$ cat src/rtl/div_hilo_sequencer.sv
// Multi-cycle sequencer for the iterative DIVU unit and HiLo register pair.
// Drives divider load/step strobes, a single HiLo write, and EX-stage stalls.
module div_hilo_sequencer #(
    parameter int          DIV_CYCLES = 32,
    parameter int          CNT_W      = 6,
    parameter logic [5:0]  F_DIVU     = 6'b011011,
    parameter logic [5:0]  F_MFHI     = 6'b010000,
    parameter logic [5:0]  F_MFLO     = 6'b010010
) (
    input  logic             clk,
    input  logic             reset,
    input  logic             valid,
    input  logic [5:0]       funct,
    input  logic             div_zero,
    output logic             div_load,
    output logic             div_step,
    output logic [CNT_W-1:0] step_count,
    output logic             hilo_we,
    output logic             dz_flag,
    output logic             busy,
    output logic             stall
);

    typedef enum logic [1:0] {
        S_IDLE  = 2'd0,
        S_RUN   = 2'd1,
        S_WRITE = 2'd2
    } state_t;

    localparam logic [CNT_W-1:0] LAST_CNT = CNT_W'(DIV_CYCLES - 1);

    state_t           r_state;
    state_t           w_next;
    logic [CNT_W-1:0] r_cnt;
    logic [CNT_W-1:0] w_cnt_next;
    logic             r_dz;
    logic             w_dz_next;
    logic             w_accept;
    logic             w_hazard_op;

    assign w_hazard_op = (funct == F_DIVU) || (funct == F_MFHI) || (funct == F_MFLO);

    always_comb begin
        w_next     = r_state;
        w_cnt_next = r_cnt;
        w_dz_next  = r_dz;
        // Reset outranks accept, and every output is forced low while it is high.
        w_accept   = !reset && (r_state == S_IDLE) && valid && (funct == F_DIVU);

        case (r_state)
            S_IDLE: begin
                if (w_accept) begin
                    w_dz_next  = div_zero;
                    w_cnt_next = '0;
                    w_next     = div_zero ? S_WRITE : S_RUN;
                end
            end
            S_RUN: begin
                if (r_cnt == LAST_CNT) begin
                    w_cnt_next = '0;
                    w_next     = S_WRITE;
                end else begin
                    w_cnt_next = r_cnt + CNT_W'(1);
                end
            end
            S_WRITE: begin
                w_next = S_IDLE;
            end
            default: begin
                w_next     = S_IDLE;
                w_cnt_next = '0;
            end
        endcase

        div_load   = w_accept;
        div_step   = !reset && (r_state == S_RUN);
        step_count = reset ? '0 : r_cnt;
        hilo_we    = !reset && (r_state == S_WRITE);
        dz_flag    = !reset && (r_state == S_WRITE) && r_dz;
        busy       = !reset && (r_state != S_IDLE);
        // Held through WRITE so MFHI/MFLO read the updated HiLo in the first IDLE cycle.
        stall      = busy && valid && w_hazard_op;
    end

    always_ff @(posedge clk) begin
        if (reset) begin
            r_state <= S_IDLE;
            r_cnt   <= '0;
            r_dz    <= 1'b0;
        end else begin
            r_state <= w_next;
            r_cnt   <= w_cnt_next;
            r_dz    <= w_dz_next;
        end
    end

endmodule
$ cat config.mk
export PLATFORM = sky130hd
export DESIGN_NAME = div_hilo_sequencer
export DESIGN_NICKNAME = d
export VERILOG_FILES = /design/src/rtl/div_hilo_sequencer.sv
export SDC_FILE = /design/constraint.sdc
export NUM_CORES = 1
export LEC_CHECK = 0
export BUFFER_PORTS_ARGS = -buffer_cell sky130_fd_sc_hd__buf_2
export CAP_MARGIN = 25
export CORE_AREA = 10 10 47 49
export DETAILED_ROUTE_END_ITERATION = 8
export DIE_AREA = 0 0 57 59
export PLACE_DENSITY = 0.69
export SYNTH_ARGS = -nofsm -noshare
export SYNTH_HDL_FRONTEND = slang
export SYNTH_SLANG_ARGS = --single-unit
$ cat constraint.sdc
create_clock -name clk -period 1.8 [get_ports clk]
set_clock_uncertainty 0.05 [all_clocks]
set_input_delay 0.18 -clock clk [delete_from_list [all_inputs] [get_ports clk]]
set_output_delay 0.18 -clock clk [all_outputs]
set_load 0.1 [all_outputs]
==> results.rst <==
.. list-table::
   :header-rows: 1

   * - Metric
     - Value
   * - Cell types with the largest area share after synthesis
     - sky130_fd_sc_hd__dfxtp_1, sky130_fd_sc_hd__nor2b_1, sky130_fd_sc_hd__nand4bb_4
   * - Worst slack on hold paths
     - 0.140 ns
   * - Core ar.
     - 1400 µm²
   * - Total routed wirelength
     - 1450 µm
   * - Outcome
     - finished, final reports clean
   * - Number of pins exceeding their max-slew limit in the final report
     - 0
   * - Area after DPL
     - 748 µm²
   * - Endpoint required time on the critical path
     - 1.57 ns
   * - Worst Setup Slack post-DPL
     - 0.257 ns
   * - Maximum level of the CTS H-tree
     - 1
   * - Avg Vias per Cell
     - 5.38
   * - Worst Setup Slack, final
     - 0.139 ns
   * - Headroom to the max-slew limit
     - 0.675
   * - Worst voltage drop across the vdd grid
     - 0.373 mV
   * - F_max
     - 602 MHz
   * - Initial Utilization
     - 0.387
   * - Endpoint type of the worst setup path
     - output pin
   * - Area Growth Syn to Fin
     - 43.4%
   * - Drt pass-1 iters
     - 4
   * - Number of sinks driven by the clock tree
     - 9
   * - Die ar.
     - 3360 µm²
   * - Async set-reset flop share out of synthesis
     - 0
   * - Clock Path Buffers
     - 2
   * - Global route total overflow
     - 0
   * - Boundary pin count
     - 22
   * - Routed length per instance
     - 13.6 µm
   * - Clock input transition at the sequential cells of the worst setup and hold paths
     - 0.06 ns
   * - Instance count of the mapped netlist
     - 67
   * - Hold buffer count at cts
     - 0
   * - Highest-delay cell along the critical path
     - sky130_fd_sc_hd__buf_2
   * - Number of antenna violations at the first check in global routing
     - 0
   * - Gp weighted congestion
     - 0.817
   * - Setup repair after global routing missed its margin
     - false
   * - Final period demand of the worst path
     - 1.66 ns
   * - Skew-Pair Late Insertion Delay
     - 0.27 ns
   * - Number of placement rows
     - 14
   * - Arrival time at the worst endpoint
     - 1.43 ns
   * - Layout cells sized above 1
     - 0.407
   * - Syn. warnings
     - 0
   * - Die height
     - 59 µm
   * - Number of distinct standard cells referenced by the synthesized netlist
     - 28
   * - Number of enable-type register cells in the synthesized netlist
     - 0
   * - Transition time at the pin with the least slew margin
     - 0.490 ns
   * - Count of buffers inserted at the top-level ports
     - 21
   * - Critical path buffers and inverters
     - 1
   * - Largest fanout of any net on the critical path
     - 7
   * - Count of state elements after synthesis
     - 9
   * - Critical path, cell by cell
     - nor2_1 -> and2_1 -> buf_2
   * - Number of DRC markers in iteration 0
     - 3
   * - Via count of the first global-routing pass
     - 545
   * - Width of the die
     - 57 µm
   * - Remaining DRCs
     - 0
   * - Total setup violations reported at the end of the flow
     - 0
   * - Largest net degree at the start of global routing
     - 15
   * - Cts bufs inserted
     - 3
   * - Final antenna-violating net count
     - 0
   * - Clock tree from TritonCTS
     - built
   * - Stage delay of the slowest cell on the critical path
     - 0.42 ns
   * - Dpl hpwl
     - 1180 µm
   * - Antenna cell count
     - 0
   * - Most used flip-flop cell after synthesis
     - sky130_fd_sc_hd__dfxtp_1
   * - Syn Nets
     - 78
   * - Max-capacitance violation count
     - 0
   * - Setup TNS
     - 0 ns
   * - Cell taking the most area after synthesis
     - sky130_fd_sc_hd__dfxtp_1
   * - Setup CP Type
     - flop to output pin
   * - Static Leak
     - 0.000338 µW
   * - Final Hold Viols
     - 0
   * - Sequential share of the synthesized area
     - 0.333
   * - Most common cell in the synthesized netlist
     - sky130_fd_sc_hd__dfxtp_1
   * - Via total after detailed routing
     - 576
   * - Top cells by count, synth
     - sky130_fd_sc_hd__dfxtp_1, sky130_fd_sc_hd__nor2_1, sky130_fd_sc_hd__nor2b_1
   * - Total Nets Final
     - 103
   * - Avg Cell Area, Syn
     - 8.09 µm²
   * - Buffer cell driving the clock tree root
     - sky130_fd_sc_hd__clkbuf_4
   * - Part of the cycle the worst path needs
     - 0.923
   * - GR Util All Layers
     - 0.0842
   * - Design Area, Final
     - 777 µm²
   * - First-pass GRT wire length
     - 2300 µm
   * - Element type at the critical path start
     - flop
   * - Class of the tightest hold or removal check
     - primary input to flop
   * - Top cell family by delay on the critical path
     - buffers and inverters
   * - Post-Syn Area
     - 542 µm²
   * - Area share of the largest cell type after synthesis
     - 0.333
   * - Pwr dens
     - 515 nW/µm²
-- registers in the layout, indices dropped and copies added, names as in the netlist --
register  flops
r_cnt         6
r_state       2
r_dz          1
-- logic make-up (layout without fill, tap and decap cells) --
family	count (synthesis)	count (layout)	share of synthesized area
buffers and inverters	5	29	0.0346
and+or+nand+nor	31	31	0.351
adders and majority gates	1	1	0.0231
xor gates and xnor gates	1	1	0.0162
DFF	9	9	0.333
AOI/OAI and AO/OA	20	20	0.242
-- per-stage QoR --
stage | std cells | power (µW) | utilization
global route | 107 | 414 | 0.554
floorplan | 67 | 224 | -
CTS | 107 | 404 | 0.553
global placement | 103 | 240 | 0.534
finish | 107 | 400 | 0.554
detailed placement | 103 | 241 | 0.534
-- layout make-up --
class / instances / area [µm²]
well taps: 16 / 20.0
multi-input cells: 53 / 375
clock buffers: 4 / 26.3
flip-flops and latches: 9 / 180
repair buffers: 22 / 160
fillers: 142 / 624
inverters: 3 / 15.0
-- placed cells by master, fill, tap and decap left out, types with 3 or more instances in the layout --
cell,count
sky130_fd_sc_hd__nor2_1,5
sky130_fd_sc_hd__clkbuf_4,4
sky130_fd_sc_hd__dfxtp_1,9
sky130_fd_sc_hd__o21ai_0,5
sky130_fd_sc_hd__nor2b_2,6
sky130_fd_sc_hd__buf_12,3
sky130_fd_sc_hd__nand3_1,4
sky130_fd_sc_hd__a21oi_1,4
sky130_fd_sc_hd__buf_2,17
sky130_fd_sc_hd__nor3_1,4
-- power breakdown --
part           total [µW]  switching [µW]  internal [µW]
logic                36.5            21.2           15.3
clock network         163            77.9           85.6
registers             200           0.592            199
total                 400            99.7            300
-- worst register-to-register path, stage by stage, from the launching register on --
cell and delay, ns:
sky130_fd_sc_hd__dfxtp_1 0.40, sky130_fd_sc_hd__ha_1 0.23, sky130_fd_sc_hd__nand4_1 0.14, sky130_fd_sc_hd__o21ai_0 0.28, sky130_fd_sc_hd__o21ai_0 0.14, sky130_fd_sc_hd__a21o_1 0.20
-- metal layers --
layer,GRT usage,routed length (µm)
met1,0.0912,640
met2,0.140,715
met3,0.0536,95
met4,0.0101,0
met5,0,0
-- path summary, 6_finish.rpt --
check             end  depth (start not counted)  slack, ns       start
max reg2reg  r_cnt[3]                          5       0.26    r_cnt[0]
min              r_dz                          3       0.14    div_zero
max           hilo_we                          3       0.14  r_state[0]
min reg2reg      r_dz                          2       0.41        r_dz
-- what timing repair did --
action | in CTS | in global routing
resized for setup | 0 | 1
setup endpoints to repair | 0 | 1
setup buffers | 0 | 0
No activity file was read; power rests on OpenSTA's default activity.
